`config.mk`:
```
export PLATFORM = sky130hd
export DESIGN_NAME = axi_rd_fifo_fsm_flat
export DESIGN_NICKNAME = d
export VERILOG_FILES = /design/src/rtl/axi_rd_fifo_fsm_if.sv /design/src/rtl/axi_rd_fifo_fsm.sv /design/src/flat_wrapper.sv
export SDC_FILE = /design/constraint.sdc
export NUM_CORES = 1
export LEC_CHECK = 0
export ABC_AREA = 0
export CORE_MARGIN = 2
export CORE_UTILIZATION = 30
export CTS_CLUSTER_SIZE = 30
export DETAILED_ROUTE_END_ITERATION = 6
export GPL_TIMING_DRIVEN = 0
export PLACE_DENSITY = 0.64
export SETUP_SLACK_MARGIN = 0.15
export SYNTH_ARGS = -nofsm -noshare
export SYNTH_HDL_FRONTEND = slang
export SYNTH_SLANG_ARGS = --single-unit
export TNS_END_PERCENT = 100
```
`constraint.sdc`:
```
create_clock -name clk -period 4 [get_ports clk]
set_clock_uncertainty 0.2 [all_clocks]
set_input_delay 0.6 -clock clk [delete_from_list [all_inputs] [get_ports clk]]
set_output_delay 0.6 -clock clk [all_outputs]
set_load 0.1 [all_outputs]
```
`src/rtl/axi_rd_fifo_fsm_if.sv`:
```
// AXI4 read-channel bundle (AR + R) between a read master and axi_rd_fifo_fsm.
//   master: drives AR channel and rready, receives R channel
//   slave : receives AR channel and rready, drives arready and R channel
interface axi_rd_fifo_fsm_if #(
  parameter int ID_W = 4
);
  logic [ID_W-1:0] arid;
  logic [31:0]     araddr;
  logic [7:0]      arlen;
  logic [2:0]      arsize;
  logic [1:0]      arburst;
  logic            arvalid;
  logic            arready;
  logic [ID_W-1:0] rid;
  logic [1:0]      rresp;
  logic            rlast;
  logic            rvalid;
  logic            rready;

  modport master (
    output arid, araddr, arlen, arsize, arburst, arvalid, rready,
    input  arready, rid, rresp, rlast, rvalid
  );

  modport slave (
    input  arid, araddr, arlen, arsize, arburst, arvalid, rready,
    output arready, rid, rresp, rlast, rvalid
  );
endinterface

```
`src/rtl/axi_rd_fifo_fsm.sv`:
```
// AXI4 read-channel sequencer serving NUM_FIFO show-ahead output FIFOs.
// Read commands are queued (up to CMD_DEPTH); the queue head is served one
// beat per R handshake, popping the FIFO selected by araddr[SEL_LSB +: SEL_W].
// Out-of-range selects and FIFO-stall timeouts produce SLVERR beats.
// Ports:
//   clk, reset        rising-edge clock, synchronous active-high reset
//   axs_s0            AXI read slave (AR in, R out)
//   out_fifo_empty    per-FIFO empty flags
//   out_fifo_pop      pop strobe for the selected FIFO
//   out_fifo_pop_sel  index of the selected FIFO (also drives the external data mux)
//
// state    | meaning
// ---------+---------------------------------------------------------------
// ST_RUN   | head burst served normally (pop beats, or error beats if bad select)
// ST_ABORT | head burst timed out; remaining beats are SLVERR without pops
module axi_rd_fifo_fsm #(
  parameter int NUM_FIFO  = 4,
  parameter int SEL_W     = 2,
  parameter int ID_W      = 4,
  parameter int SEL_LSB   = 12,
  parameter int CMD_DEPTH = 2,
  parameter int TIMEOUT   = 0
) (
  input  logic                clk,
  input  logic                reset,
  axi_rd_fifo_fsm_if.slave    axs_s0,
  input  logic [NUM_FIFO-1:0] out_fifo_empty,
  output logic                out_fifo_pop,
  output logic [SEL_W-1:0]    out_fifo_pop_sel
);
  localparam int PTR_W = (CMD_DEPTH > 1) ? $clog2(CMD_DEPTH) : 1;
  localparam int SLOTS = 1 << PTR_W;
  localparam int CNT_W = $clog2(CMD_DEPTH + 1);
  localparam logic [1:0] RESP_OKAY   = 2'b00;
  localparam logic [1:0] RESP_SLVERR = 2'b10;

  typedef enum logic {ST_RUN, ST_ABORT} state_e;

  state_e           state_q, state_d;
  logic [ID_W-1:0]  q_id_q  [SLOTS];
  logic [ID_W-1:0]  q_id_d  [SLOTS];
  logic [7:0]       q_len_q [SLOTS];
  logic [7:0]       q_len_d [SLOTS];
  logic [SEL_W-1:0] q_sel_q [SLOTS];
  logic [SEL_W-1:0] q_sel_d [SLOTS];
  logic             q_err_q [SLOTS];
  logic             q_err_d [SLOTS];
  logic [PTR_W-1:0] wr_ptr_q, wr_ptr_d;
  logic [PTR_W-1:0] rd_ptr_q, rd_ptr_d;
  logic [CNT_W-1:0] cnt_q, cnt_d;
  logic [7:0]       beat_q, beat_d;
  logic [15:0]      stall_q, stall_d;

  logic [SEL_W-1:0]      ar_sel;
  logic                  ar_err;
  logic                  arready;
  logic                  push;
  logic                  pop_head;
  logic                  head_valid;
  logic                  pop_beat;
  logic                  rvalid;
  logic                  rlast;
  logic                  handshake;
  logic                  stalled;
  logic [(1<<SEL_W)-1:0] empty_pad;
  logic                  unused_bits;

  // Size and burst type are irrelevant: every beat is one FIFO entry.
  assign unused_bits = ^{axs_s0.arsize, axs_s0.arburst, axs_s0.araddr};

  function automatic logic [PTR_W-1:0] ptr_inc(input logic [PTR_W-1:0] p);
    return (p == PTR_W'(CMD_DEPTH - 1)) ? '0 : p + 1'b1;
  endfunction

  assign ar_sel = axs_s0.araddr[SEL_LSB +: SEL_W];
  assign ar_err = (int'(ar_sel) >= NUM_FIFO);

  // Registered count only, so a pop in this cycle never frees a slot for a
  // push in the same cycle and arvalid has no path to arready.
  assign arready = !reset && (cnt_q < CNT_W'(CMD_DEPTH));
  assign push    = axs_s0.arvalid && arready;

  // Unimplemented select codes read as empty; they are always error beats anyway.
  always_comb begin
    empty_pad = '1;
    for (int i = 0; i < NUM_FIFO; i++) empty_pad[i] = out_fifo_empty[i];
  end

  // Outputs are gated by reset so nothing is presented while reset is held.
  assign head_valid = !reset && (cnt_q != '0);
  assign pop_beat   = !q_err_q[rd_ptr_q] && (state_q == ST_RUN);
  assign rvalid     = head_valid && (pop_beat ? !empty_pad[q_sel_q[rd_ptr_q]] : 1'b1);
  assign rlast      = head_valid && (beat_q == q_len_q[rd_ptr_q]);
  assign handshake  = rvalid && axs_s0.rready;
  assign pop_head   = handshake && rlast;
  assign stalled    = head_valid && pop_beat && !rvalid;

  always_comb begin
    axs_s0.arready   = arready;
    axs_s0.rvalid    = rvalid;
    axs_s0.rlast     = rlast;
    axs_s0.rid       = '0;
    axs_s0.rresp     = RESP_OKAY;
    out_fifo_pop     = 1'b0;
    out_fifo_pop_sel = '0;
    if (head_valid) begin
      axs_s0.rid       = q_id_q[rd_ptr_q];
      out_fifo_pop_sel = q_sel_q[rd_ptr_q];
      axs_s0.rresp     = pop_beat ? RESP_OKAY : RESP_SLVERR;
      out_fifo_pop     = pop_beat && handshake;
    end
  end

  always_comb begin
    q_id_d   = q_id_q;
    q_len_d  = q_len_q;
    q_sel_d  = q_sel_q;
    q_err_d  = q_err_q;
    wr_ptr_d = wr_ptr_q;
    rd_ptr_d = rd_ptr_q;
    cnt_d    = cnt_q;
    if (push) begin
      q_id_d[wr_ptr_q]  = axs_s0.arid;
      q_len_d[wr_ptr_q] = axs_s0.arlen;
      q_sel_d[wr_ptr_q] = ar_sel;
      q_err_d[wr_ptr_q] = ar_err;
      wr_ptr_d          = ptr_inc(wr_ptr_q);
    end
    if (pop_head) rd_ptr_d = ptr_inc(rd_ptr_q);
    if (push && !pop_head)      cnt_d = cnt_q + 1'b1;
    else if (pop_head && !push) cnt_d = cnt_q - 1'b1;
  end

  always_comb begin
    state_d = state_q;
    beat_d  = beat_q;
    stall_d = stall_q;
    if (handshake) begin
      stall_d = '0;
      if (rlast) begin
        beat_d  = '0;
        state_d = ST_RUN;
      end else begin
        beat_d = beat_q + 8'd1;
      end
    end else if (stalled) begin
      // TIMEOUT-1 here means the abort lands after TIMEOUT stalled cycles.
      if ((TIMEOUT != 0) && (stall_q == 16'(TIMEOUT - 1))) begin
        state_d = ST_ABORT;
        stall_d = '0;
      end else if (stall_q != 16'hffff) begin
        stall_d = stall_q + 16'd1;
      end
    end
  end

  always_ff @(posedge clk) begin
    if (reset) begin
      state_q  <= ST_RUN;
      wr_ptr_q <= '0;
      rd_ptr_q <= '0;
      cnt_q    <= '0;
      beat_q   <= '0;
      stall_q  <= '0;
      for (int i = 0; i < SLOTS; i++) begin
        q_id_q[i]  <= '0;
        q_len_q[i] <= '0;
        q_sel_q[i] <= '0;
        q_err_q[i] <= 1'b0;
      end
    end else begin
      state_q  <= state_d;
      wr_ptr_q <= wr_ptr_d;
      rd_ptr_q <= rd_ptr_d;
      cnt_q    <= cnt_d;
      beat_q   <= beat_d;
      stall_q  <= stall_d;
      q_id_q   <= q_id_d;
      q_len_q  <= q_len_d;
      q_sel_q  <= q_sel_d;
      q_err_q  <= q_err_d;
    end
  end
endmodule

```
`src/flat_wrapper.sv`:
```
// flat-port wrapper written by rule: the top's interface ports become plain ports
module axi_rd_fifo_fsm_flat 
#(
  parameter int NUM_FIFO  = 4,
  parameter int SEL_W     = 2,
  parameter int ID_W      = 4,
  parameter int SEL_LSB   = 12,
  parameter int CMD_DEPTH = 2,
  parameter int TIMEOUT   = 0
)
  (clk, reset, out_fifo_empty, out_fifo_pop, out_fifo_pop_sel, axs_s0_arid, axs_s0_araddr, axs_s0_arlen, axs_s0_arsize, axs_s0_arburst, axs_s0_arvalid, axs_s0_rready, axs_s0_arready, axs_s0_rid, axs_s0_rresp, axs_s0_rlast, axs_s0_rvalid);
  axi_rd_fifo_fsm_if #(.ID_W(ID_W)) axs_s0_i ();
  input  logic clk;
  input  logic reset;
  input  logic [NUM_FIFO-1:0] out_fifo_empty;
  output logic out_fifo_pop;
  output logic [SEL_W-1:0] out_fifo_pop_sel;
  input wire logic [$bits(axs_s0_i.arid)-1:0] axs_s0_arid;
  input wire logic [$bits(axs_s0_i.araddr)-1:0] axs_s0_araddr;
  input wire logic [$bits(axs_s0_i.arlen)-1:0] axs_s0_arlen;
  input wire logic [$bits(axs_s0_i.arsize)-1:0] axs_s0_arsize;
  input wire logic [$bits(axs_s0_i.arburst)-1:0] axs_s0_arburst;
  input wire logic [$bits(axs_s0_i.arvalid)-1:0] axs_s0_arvalid;
  input wire logic [$bits(axs_s0_i.rready)-1:0] axs_s0_rready;
  output wire logic [$bits(axs_s0_i.arready)-1:0] axs_s0_arready;
  output wire logic [$bits(axs_s0_i.rid)-1:0] axs_s0_rid;
  output wire logic [$bits(axs_s0_i.rresp)-1:0] axs_s0_rresp;
  output wire logic [$bits(axs_s0_i.rlast)-1:0] axs_s0_rlast;
  output wire logic [$bits(axs_s0_i.rvalid)-1:0] axs_s0_rvalid;
  assign axs_s0_i.arid = axs_s0_arid;
  assign axs_s0_i.araddr = axs_s0_araddr;
  assign axs_s0_i.arlen = axs_s0_arlen;
  assign axs_s0_i.arsize = axs_s0_arsize;
  assign axs_s0_i.arburst = axs_s0_arburst;
  assign axs_s0_i.arvalid = axs_s0_arvalid;
  assign axs_s0_i.rready = axs_s0_rready;
  assign axs_s0_arready = axs_s0_i.arready;
  assign axs_s0_rid = axs_s0_i.rid;
  assign axs_s0_rresp = axs_s0_i.rresp;
  assign axs_s0_rlast = axs_s0_i.rlast;
  assign axs_s0_rvalid = axs_s0_i.rvalid;
  axi_rd_fifo_fsm #(.NUM_FIFO(NUM_FIFO), .SEL_W(SEL_W), .ID_W(ID_W), .SEL_LSB(SEL_LSB), .CMD_DEPTH(CMD_DEPTH), .TIMEOUT(TIMEOUT)) u_core (.clk(clk), .reset(reset), .axs_s0(axs_s0_i), .out_fifo_empty(out_fifo_empty), .out_fifo_pop(out_fifo_pop), .out_fifo_pop_sel(out_fifo_pop_sel));
endmodule
```
; ---- Yosys cells after proc, flatten, opt, wreduce, memory -nomap -nowiden
; Cells that the tools add are included.
[totals]
memories = 0
output_inout_bits = 12
in_bits = 57
latchBits = 0
mem_bits_ro = 0
ramBits = 0
reg_bits = 42
[classes]
order_cmp = 5
eq_ne = 1
mul = 0
n_shift = 0
n_bitwise = 4
muxes = 36
add_sub_neg = 5
n_reduce_logical = 18
n_div = 0
[op_table]
columns = cell, n
row1 = 2-to-1 mux 8 bit, 5
row2 = 2-to-1 mux 4 bit, 5
row3 = 2-to-1 mux 2 bit, 9
row4 = bitwise mux 16 bit, 1
row5 = logical AND 1 bit, 11
row6 = 2-to-1 mux 1 bit, 9
row7 = "adder 8 x 1 -> 8 bit, second input constant", 1
row8 = bitwise mux 8 bit, 1
row9 = demux 8 bit (select 1 bit), 1
row10 = equality test 8 bit, 1
row11 = logical NOT 1 bit, 5
row12 = bitwise mux 4 bit, 1
row13 = demux 4 bit (select 1 bit), 1
row14 = ">= comparator 2 bit, second input constant", 2
row15 = inverter 1 -> 2 bit, 2
row16 = nonzero test 2 bit, 2
row17 = "less-than comparator 2 x 3 -> 1 bit, second input constant", 1
row18 = "adder 1 bit, second input constant", 2
row19 = "adder 2 x 1 -> 2 bit, second input constant", 1
row20 = AND 2 bit, 1
row21 = binary-select mux 1 bit (select 2 bit), 1
row22 = demux 2 bit (select 1 bit), 1
row23 = "less-than comparator 2 x 1 -> 1 bit, second input constant", 1
row24 = "less-than comparator 2 bit, second input constant", 1
row25 = other kinds (3), 3

; ---- Depth between registers and ports, before layout
; Gate-level depths: netlist of run 1.
[depth]
depth_word = 14
ltp_mapped = 12
mapped_depth_nobuf = 10

; ---- Worst setup path before layout of run 1
; Ideal clock, no wire load.
[synth_timing]
path_kind = in2reg
from = input reset
to = register u_core.q_id_q[6] in the netlist's numbering
cell_stages = 8
setup_slack_ns = 0.504
setup_time_ns = 0.132
arrival_ns = 3.164
cell_sequence = clkbuf_1 -> nor2_1 -> nand2_1 -> or2_2 -> clkbuf_1 -> clkbuf_1 -> nand2_1 -> a21oi_1
[synth_between]
elab_chain_len = 3
[synth_rtl]
columns = item, line
row1 = start: declaration, flat_wrapper.sv:14  ; input logic reset;
row2 = logical NOT 1 bit, axi_rd_fifo_fsm.sv:80  ; assign arready = !reset && (cnt_q < CNT_W'(CMD_DEPTH));
row3 = logical AND 1 bit, axi_rd_fifo_fsm.sv:80
row4 = via axs_s0_arready, flat_wrapper.sv:25  ; output wire logic [$bits(axs_s0_i.arready)-1:0] axs_s0_arready;
row5 = logical AND 1 bit, axi_rd_fifo_fsm.sv:81  ; assign push = axs_s0.arvalid && arready;
row6 = end signal: assignment, axi_rd_fifo_fsm.sv:178  ; q_id_q <= q_id_d;
row7 = end: declaration, axi_rd_fifo_fsm.sv:40  ; logic [ID_W-1:0] q_id_q [SLOTS];
; The timed path passes the listed nets, and every way through them passes these cells.
; A chain may end at the register's enable or synchronous reset.

; ---- Worst setup path after layout of run 1
[layout_timing]
from = input reset
to = output axs_s0_rid[1]
[layout_between]
elab_chain_len = 3
[layout_rtl]
columns = item, line
row1 = logical NOT 1 bit, axi_rd_fifo_fsm.sv:90  ; assign head_valid = !reset && (cnt_q != '0);
row2 = logical AND 1 bit, axi_rd_fifo_fsm.sv:90
row3 = 2-to-1 mux 4 bit, axi_rd_fifo_fsm.sv:106  ; if (head_valid) begin
row4 = end: declaration, flat_wrapper.sv:26  ; output wire logic [$bits(axs_s0_i.rid)-1:0] axs_s0_rid;
; Every way passes these cells.

==> results of run 1 <==
## state kept, by name (all words and copies together), names as in the netlist
name             flops
u_core.q_len_q      16
u_core.beat_q        8
u_core.q_id_q        8
u_core.q_sel_q       4
u_core.cnt_q         2
u_core.q_err_q       2
u_core.rd_ptr_q      1
u_core.wr_ptr_q      1
## cell families (layout without fill, tap and decap cells)
kind of cell / Yosys count / after routing
xor gates and xnor gates: 12 / 12
and+or+nand+nor: 107 / 107
muxes: 14 / 14
adders and majority gates: 2 / 2
AOI/OAI and AO/OA: 54 / 54
buffers and inverters: 20 / 60
other: 1 / 1
DFF: 42 / 42
## path summary, 6_finish.rpt
kind                                                      from                        endpoint  cells past startpoint
worst max-delay path                                     reset                   axs_s0_rid[1]                      5
worst min register to register  u_core.q_len_q[3]$_SDFFE_PP0P_  u_core.q_len_q[3]$_SDFFE_PP0P_                      2
worst max register to register    u_core.rd_ptr_q$_SDFFE_PP0P_    u_core.cnt_q[1]$_SDFFE_PP0P_                      9
worst min-delay path            u_core.q_len_q[3]$_SDFFE_PP0P_  u_core.q_len_q[3]$_SDFFE_PP0P_                      2
## cell usage in the layout (no fill, tap or decap)
cell type | netlist | routed
nand2b_1 | 3 | 3
a32oi_1 | 1 | 1
o21bai_1 | 1 | 1
o22a_1 | 1 | 1
a21oi_1 | 40 | 40
a21o_1 | 2 | 2
buf_6 | 2 | 2
clkbuf_2 | 0 | 1
and2_1 | 2 | 2
mux2i_1 | 14 | 14
or4_1 | 2 | 2
and2b_1 | 1 | 1
clkdlybuf4s50_1 | 0 | 30
o31ai_1 | 2 | 2
clkbuf_8 | 0 | 6
dlygate4sd2_1 | 0 | 1
clkbuf_1 | 11 | 12
nor3b_1 | 2 | 2
nand4_1 | 3 | 3
inv_1 | 5 | 5
o22ai_2 | 1 | 1
dfxtp_1 | 42 | 42
nor4_2 | 1 | 1
and3_1 | 1 | 1
nor2_1 | 17 | 17
xnor2_1 | 9 | 9
buf_2 | 1 | 1
clkinv_2 | 0 | 1
a2111oi_1 | 1 | 1
o21ai_0 | 5 | 5
xor2_1 | 3 | 3
ha_1 | 2 | 2
nand3_1 | 3 | 3
buf_4 | 1 | 1
nand2_1 | 66 | 66
conb_1 | 1 | 1
or3_1 | 5 | 5
or2_2 | 1 | 1
## worst reg2reg max path, cell delays in order (launching register included)
cell and delay, ns:
dfxtp_1 0.34, buf_6 0.16, mux2i_1 0.27, and2b_1 0.17, o22ai_2 0.09, a21oi_1 0.44
nand2_1 0.11, ha_1 0.34, or3_1 0.38, a21oi_1 0.15
## layer usage
metal,GRT usage,share of wire
met1,0.184,0.51
met2,0.205,0.45
met3,0.0350,0.040
met4,0.0332,0.0072
met5,0,0
## report_power, final
group	leakage [nW]	internal [W]	switching (W)
Combinational	0.432	0.0000503	0.0000858
Clock	0.0482	0.000139	0.000141
Sequential	0.340	0.000431	0.00000901
## through the flow
stage	total power, W	cells
finish	0.000856	369
global route	0.000892	369
CTS	0.000864	369
detailed placement	0.000587	361
global placement	0.000585	361
floorplan	0.000538	252
## cell type report
cell class | count | area share
Tap cell | 77 | 0.0388
Multi-Input combinational cell | 190 | 0.421
Timing Repair Buffer | 32 | 0.126
Inverter | 5 | 0.00755
Clock inverter | 1 | 0.00201
Sequential cell | 42 | 0.338
Buffer | 15 | 0.0307
Clock buffer | 7 | 0.0347
## Yosys cell counts (2+ instances only)
cell,number
nand2_1,66
inv_1,5
clkbuf_1,11
nor3b_1,2
nand3_1,3
or3_1,5
mux2i_1,14
dfxtp_1,42
ha_1,2
a21oi_1,40
nor2_1,17
nand4_1,3
o31ai_1,2
xor2_1,3
a21o_1,2
buf_6,2
nand2b_1,3
and2_1,2
o21ai_0,5
xnor2_1,9
or4_1,2
## timing repair
| action | 4_1_cts | 5_1_grt |
|---|---|---|
| setup endpoints to repair | 2 | 1 |
| buffers inserted | 0 | 0 |
| resized for setup | 2 | 2 |
| hold endpoints to repair | 0 | 0 |
==> flow_summary.toml, run 1 <==
[outcome]
status = "complete, no violations"

[floorplanning]
die_y_um = 85.3
io_pins = 69
die-area_um2 = 7280
rows = 29
core_area_um2 = 6390
start_util = 0.311
die_w_um = 85.3

[grt]
antenna_found_initial = 0
grt_pass1_vias = 1680
grt_pass1_wl_mm = 7.73
grt_max_degree = 13
grt_usage = 0.133
grt_overflow_total = 0

[placement]
place_area_um2 = 2400
hpwl_mm = 3.47
pre_cts_ws_ns = -0.0579
place_congestion = 0.739
port_buffers = 32

[sta]
drv_slew = 0
fin_tns_setup_ns = 0
max_slew.worst_pin.slew_ns = 0.983
final-hold-violation-count = 0
relSlewSlack = 0.342
min_period_ns = 3.68
final.setup.worst_slack_ns = 0.321
finalCritPeriodShare = 0.920
grt_setup_unrepaired = "false"
setup_violations = 0
max_freq_mhz = 272
whs_ns = 0.256

[final_layout]
drive_above_1_share = 0.0514
fin_util = 0.389
multi_input_area_um2 = 1050
diodes = 0
final_cell_area_um2 = 2480
syn_to_final_growth_pct = 25.3
nets = 350
ff_latch_area_um2 = 841
fillers = 669

[synth]
synthCells = 252
synthSimpleGateAreaFrac = 0.237
synth_top_area_frac = 0.424
synth_area_leaders = "dfxtp_1 42%, nand2_1 12%, a21oi_1 10%, mux2i_1 7.1%, xnor2_1 4.0%"
synth_fp_nets = 311
syn_area_um2 = 1980
ys.warnings.count = 0
yosys.area.top_type = "dfxtp_1"
synth_async_sr_flop_share = 0
ys_types = 33
synthAdderAreaFrac = 0.0126
muxShareOfSynthArea = 0.0707
synth_xor_area_frac = 0.0530
synth_top_family_by_area = "simple AND/OR/NAND/NOR gates"
yosysSeqAreaShare = 0.424
ys_seq_elements = 42
synth_ff_type = "dfxtp_1"
synth_compound_area_frac = 0.153
syn-mean-instance-area_um2 = 7.87
synth_edf_count = 0

[critical_path]
cp.buffers_inverters = 3
crit_top_cell = "clkdlybuf4s50_1"
rrSetupSlack_ns = 1.27
crit_family = "buffers and inverters"
cpPeakStageDelay_ns = 1.16
cp.required_ns = 3.20
cp.arrival_ns = 2.88
path_cells = "clkdlybuf4s50_1, o21bai_1, clkbuf_1, nor2_1, clkdlybuf4s50_1"
cp-end-kind = "output pin"
worstSetupStartpointType = "input pin"
crit_type = "input pin to output pin"
slowest_stage = "clkdlybuf4s50_1"
worstPathMaxFanout = 10

[clock_network]
clkLatencyLatePin_ns = 0.29
cts.sinks = 42
clk_pin_slew_ns = 0.08
cts_root_buf = "clkbuf_8"
cts_max_level = 2
clock_path_buffers = 2
numCtsBuffers = 5
cts_tree = "yes"
cts-hold-fix-buffers = 0

[routing]
drc = 0
ant_nets = 0
dr.pass1.iters = 4
wl_per_cell_um = 12.8
drt-initial-drc-count = 112
num_vias = 1781
routed_wl_mm = 4.72
vias_per_cell = 4.83

[power_and_ir_drop]
p_leak_nw = 0.820
ir_drop_uv = 229
power_density_nw_per_um2 = 345

[flow_run]
drv_cap = 0

[worst_hold_path]
hp-class = "flip-flop to flip-flop"
(Power assumes the default switching activity.)
==> run 2, diff against run 1 <==
--- a/config.mk
+++ b/config.mk
@@ -7,11 +7,11 @@
 export LEC_CHECK = 0
 export ABC_AREA = 0
 export CORE_MARGIN = 2
-export CORE_UTILIZATION = 30
+export CORE_UTILIZATION = 48
 export CTS_CLUSTER_SIZE = 30
 export DETAILED_ROUTE_END_ITERATION = 6
 export GPL_TIMING_DRIVEN = 0
-export PLACE_DENSITY = 0.64
+export PLACE_DENSITY = 0.91
 export SETUP_SLACK_MARGIN = 0.15
 export SYNTH_ARGS = -nofsm -noshare
 export SYNTH_HDL_FRONTEND = slang
==> run 2 against run 1 <==
Against the previous run:
- non-clock buffer count stayed put
- clock power is 13% higher
- via count is 5.2% higher
- critical endpoint is now axs_s0_rlast
- cell count is 7.3% lower
- sequential cell count stayed put
- critical path type unchanged
- sequential power hardly changed
- wire length is 1.6% lower
- setup slack better by 0.019 ns
- largest cell class unchanged
==> flow_summary.toml, run 2 (synthesis gave the netlist of run 1 again) <==
[clock_network]
clk_pin_slew_ns = 0.07
cts_tree = "yes"
numCtsBuffers = 5
cts_max_level = 2
clock_path_buffers = 2
cts_setup_buffers = 0
cts.sinks = 42
clkLatencyLatePin_ns = 0.30
cts_root_buf = "clkbuf_8"
cts-hold-fix-buffers = 0

[final_layout]
diodes = 0
final_common_cell = "nand2_1"
reg_top3 = "u_core.q_len_q (16), u_core.beat_q (8), u_core.q_id_q (8)"
drive_above_1_share = 0.0548
final_cell_area_um2 = 2470
nets = 350
fin_util = 0.617
syn_to_final_growth_pct = 24.5
mostFrequentLayoutCells = "66 x nand2_1, 42 x dfxtp_1, 40 x a21oi_1"
final_cells = 342
regMostFlops = "u_core.q_len_q"
fillers = 356
largest_reg_flops = 16

[sta]
setup_violations = 0
max_freq_mhz = 273
final.setup.worst_slack_ns = 0.340
grt_setup_unrepaired = "false"
drv_slew = 0
whs_ns = 0.258
min_period_ns = 3.66
max_slew.worst_pin.slew_ns = 0.982
final-hold-violation-count = 0
relSlewSlack = 0.343
finalCritPeriodShare = 0.915

[placement]
pre_cts_ws_ns = -0.0237
port_buffers = 32
post-place-cells = 334
place_congestion = 0.817
hpwl_mm = 3.30
place_area_um2 = 2370

[power_and_ir_drop]
p_leak_nw = 0.830
power_density_nw_per_um2 = 362
ir_drop_uv = 227

[routing]
drt-initial-drc-count = 105
vias_per_cell = 5.48
ant_nets = 0
dr.pass1.iters = 4
num_vias = 1874
routed_wl_mm = 4.65
drc = 0
wl_per_cell_um = 13.6

[floorplanning]
die_y_um = 68.3
start_util = 0.496
rows = 23
io_pins = 69
die-area_um2 = 4660
die_w_um = 68.3
core_area_um2 = 4000

[critical_path]
slowest_stage = "dlygate4sd2_1"
cp.required_ns = 3.20
r2r_cells = 11
path_cells = "clkdlybuf4s50_1, o21bai_1, clkbuf_1, nor2_1, nand4_1, inv_1, dlygate4sd2_1"
crit_type = "input pin to output pin"
worstSetupStartpointType = "input pin"
cp.arrival_ns = 2.86
cp-end-kind = "output pin"
cpPeakStageDelay_ns = 0.87
worstPathMaxFanout = 10

[flow_run]
drv_cap = 0

[grt]
grt_usage = 0.217
grt_max_degree = 13
grt_pass1_vias = 1720
grt_overflow_total = 0
grt_pass1_wl_mm = 7.38
antenna_found_initial = 0

[worst_hold_path]
hold_path_depth = 2
hp-class = "flip-flop to flip-flop"

[outcome]
status = "complete, no violations"
run 2: cell count changes in the layout (fill, tap and decap cells not counted):
cell and delta:
clkbuf_8 +2, clkinv_2 -1, clkbuf_1 -1
run 2: worst paths after layout:
| path | slack [ns] | to | start |
|---|---|---|---|
| max | 0.34 | axs_s0_rlast | reset |
| min reg2reg | 0.26 | u_core.q_len_q[1]$_SDFFE_PP0P_ | u_core.q_len_q[1]$_SDFFE_PP0P_ |
| max reg2reg | 1.17 | u_core.cnt_q[1]$_SDFFE_PP0P_ | u_core.rd_ptr_q$_SDFFE_PP0P_ |
| min | 0.26 | u_core.q_len_q[1]$_SDFFE_PP0P_ | u_core.q_len_q[1]$_SDFFE_PP0P_ |
run 2: final cells by class:
cell class / count / area (µm²) / area share
Clock buffer: 8 / 110 / 0.0446
Inverter: 5 / 18.8 / 0.00760
Sequential cell: 42 / 841 / 0.340
Tap cell: 50 / 62.6 / 0.0253
Multi-Input combinational cell: 190 / 1050 / 0.424
Timing Repair Buffer: 32 / 314 / 0.127
Buffer: 15 / 76.3 / 0.0309
run 2: report_power, final:
part           switching (W)  internal [W]  leakage [nW]  total [W]
registers         0.00000929      0.000431         0.340   0.000440
logic              0.0000863     0.0000504         0.432   0.000137
clock network       0.000142      0.000174        0.0575   0.000316
run 2: layer usage:
layer | up-vias | wire length (µm) | GRT usage
li1 | 920 | - | -
met1 | 885 | 1990 | 0.249
met2 | 60 | 2320 | 0.382
met3 | 9 | 236 | 0.0296
met4 | 0 | 91 | 0.123
met5 | - | 0 | 0
run 2: through the flow:
step / total power, W / TNS [ns]
detailed placement: 0.000586 / -0.0237
global placement: 0.000582 / 0
floorplan: 0.000538 / 0
finish: 0.000893 / 0
CTS: 0.000897 / 0
global route: 0.000927 / 0
run 2: what timing repair did:
action,CTS,global route
pin swaps,0,0
endpoints found under the setup margin,2,1
resized for setup,2,2
run 2: worst max-delay path: cells and delay by family:
family	cells	cell delay, ns
AOI/OAI and AO/OA	1	0.17
buffers and inverters	4	1.70
and+or+nand+nor	2	0.39
==> run 3, diff against run 2 <==
--- a/config.mk
+++ b/config.mk
@@ -12,7 +12,7 @@
 export DETAILED_ROUTE_END_ITERATION = 6
 export GPL_TIMING_DRIVEN = 0
 export PLACE_DENSITY = 0.91
-export SETUP_SLACK_MARGIN = 0.15
+export SETUP_SLACK_MARGIN = 0.3
 export SYNTH_ARGS = -nofsm -noshare
 export SYNTH_HDL_FRONTEND = slang
 export SYNTH_SLANG_ARGS = --single-unit
==> run 3 against run 2 <==
Against the previous run:
- core utilization about the same
- die area unchanged
- maximum frequency up 2.1%
- hold slack unchanged
- clock-buffer cell count unchanged
- setup slack better by 0.077 ns
- wire length up 0.15%
- global-route usage unchanged
- register-to-register slack about the same
- combinational power about the same
- sequential power about the same
- design area about the same
==> flow_summary.toml, run 3 (synthesis gave the netlist of run 1 again) <==
[final_layout]
diodes = 0
ff_latch_area_um2 = 841
fillers = 358
regMostFlops = "u_core.q_len_q"
final_cells = 342
multi_input_area_um2 = 1050
drive_above_1_share = 0.0582
final_common_cell = "nand2_1"
largest_reg_flops = 16
mostFrequentLayoutCells = "66 x nand2_1, 42 x dfxtp_1, 40 x a21oi_1"
nets = 350
reg_top3 = "u_core.q_len_q (16), u_core.beat_q (8), u_core.q_id_q (8)"
syn_to_final_growth_pct = 24.6
fin_util = 0.618

[sta]
grt_setup_unrepaired = "false"
whs_ns = 0.258
setup_violations = 0
final-hold-violation-count = 0
relSlewSlack = 0.343
max_slew.worst_pin.slew_ns = 0.982
max_freq_mhz = 279
finalCritPeriodShare = 0.896
drv_slew = 0
min_period_ns = 3.58

[grt]
grt_pass1_wl_mm = 7.38
antenna_found_initial = 0
grt_pass1_vias = 1720
grt_max_degree = 13
grt_usage = 0.217
grt_overflow_total = 0

[floorplanning]
die_y_um = 68.3
core_area_um2 = 4000
die_w_um = 68.3
rows = 23
start_util = 0.496
die-area_um2 = 4660
io_pins = 69

[routing]
vias_per_cell = 5.48
wl_per_cell_um = 13.6
drt-initial-drc-count = 105
ant_nets = 0
num_vias = 1874
drc = 0
routed_wl_mm = 4.65
dr.pass1.iters = 4

[power_and_ir_drop]
power_density_nw_per_um2 = 361
ir_drop_uv = 227
p_leak_nw = 0.862

[critical_path]
worstPathMaxFanout = 10
worstSetupStartpointType = "input pin"
r2r_start = "u_core.rd_ptr_q$_SDFFE_PP0P_"
crit_start = "reset"
r2r_cells = 11
rrSetupSlack_ns = 1.17
crit_type = "input pin to output pin"
cp-end-kind = "output pin"
rr_endpoint = "u_core.cnt_q[1]$_SDFFE_PP0P_"
crit_path_end = "axs_s0_rid[2]"
cp.arrival_ns = 2.78
cp.required_ns = 3.20

[clock_network]
cts_max_level = 2
clock_path_buffers = 2
cts_tree = "yes"
clkLatencyLatePin_ns = 0.30
cts_root_buf = "clkbuf_8"
numCtsBuffers = 5
cts.sinks = 42
clk_pin_slew_ns = 0.07

[placement]
port_buffers = 32
place_congestion = 0.817
post-place-cells = 334
hpwl_mm = 3.30

[outcome]
status = "complete, no violations"

[worst_hold_path]
hold_path_depth = 2
hp-class = "flip-flop to flip-flop"

[flow_run]
drv_cap = 0
[run 3: layout make-up]
cell class / count / area share
inverters: 5 / 0.00759
repair buffers: 32 / 0.128
multi-input cells: 190 / 0.424
plain buffers: 15 / 0.0309
clock buffers: 8 / 0.0446
well taps: 50 / 0.0253
flip-flops and latches: 42 / 0.340
[run 3: worst min-delay path by stage]
stage	start	endpoint	slack (ns)
floorplan	u_core.q_id_q[4]$_SDFFE_PP0P_	u_core.q_id_q[4]$_SDFFE_PP0P_	0.24
global placement	u_core.q_len_q[1]$_SDFFE_PP0P_	u_core.q_len_q[1]$_SDFFE_PP0P_	0.24
detailed placement	u_core.q_len_q[11]$_SDFFE_PP0P_	u_core.q_len_q[11]$_SDFFE_PP0P_	0.25
CTS	u_core.q_len_q[11]$_SDFFE_PP0P_	u_core.q_len_q[11]$_SDFFE_PP0P_	0.26
global route	u_core.q_len_q[15]$_SDFFE_PP0P_	u_core.q_len_q[15]$_SDFFE_PP0P_	0.27
finish	u_core.q_len_q[1]$_SDFFE_PP0P_	u_core.q_len_q[1]$_SDFFE_PP0P_	0.26
[run 3: per-stage QoR]
stage / total power, W / setup TNS (ns) / cell area (µm²) / setup WS [ns]
after detailed placement: 0.000586 / -0.0237 / 2370 / -0.0237
after global placement: 0.000582 / 0 / 2370 / 0.00764
final: 0.000893 / 0 / 2470 / 0.417
after global routing: 0.000927 / 0 / 2470 / 0.346
after CTS: 0.000897 / 0 / 2470 / 0.249
after floorplan: 0.000538 / 0 / 1980 / 0.504
[run 3: timing repair]
action,in CTS,in global routing
gates resized for setup,2,6
buffers inserted,0,0
setup endpoints to repair,2,4
hold buffers,0,0
[run 3: worst max-delay path, stage by stage]
cell             delay [ns]
clkdlybuf4s50_1        0.42
o21bai_1               0.17
clkbuf_1               0.26
nor2_1                 0.17
clkdlybuf4s50_1        1.15
[run 3: layer usage]
| metal | GRT usage | wire [µm] |
|---|---|---|
| met1 | 0.249 | 2000 |
| met3 | 0.0296 | 234 |
| met5 | 0 | 0 |
| met4 | 0.123 | 91 |
| met2 | 0.382 | 2330 |
[run 3: power breakdown]
part           switching [W]  internal, W
combinational      0.0000863    0.0000502
clock               0.000142     0.000174
sequential        0.00000929     0.000431
total               0.000238     0.000655
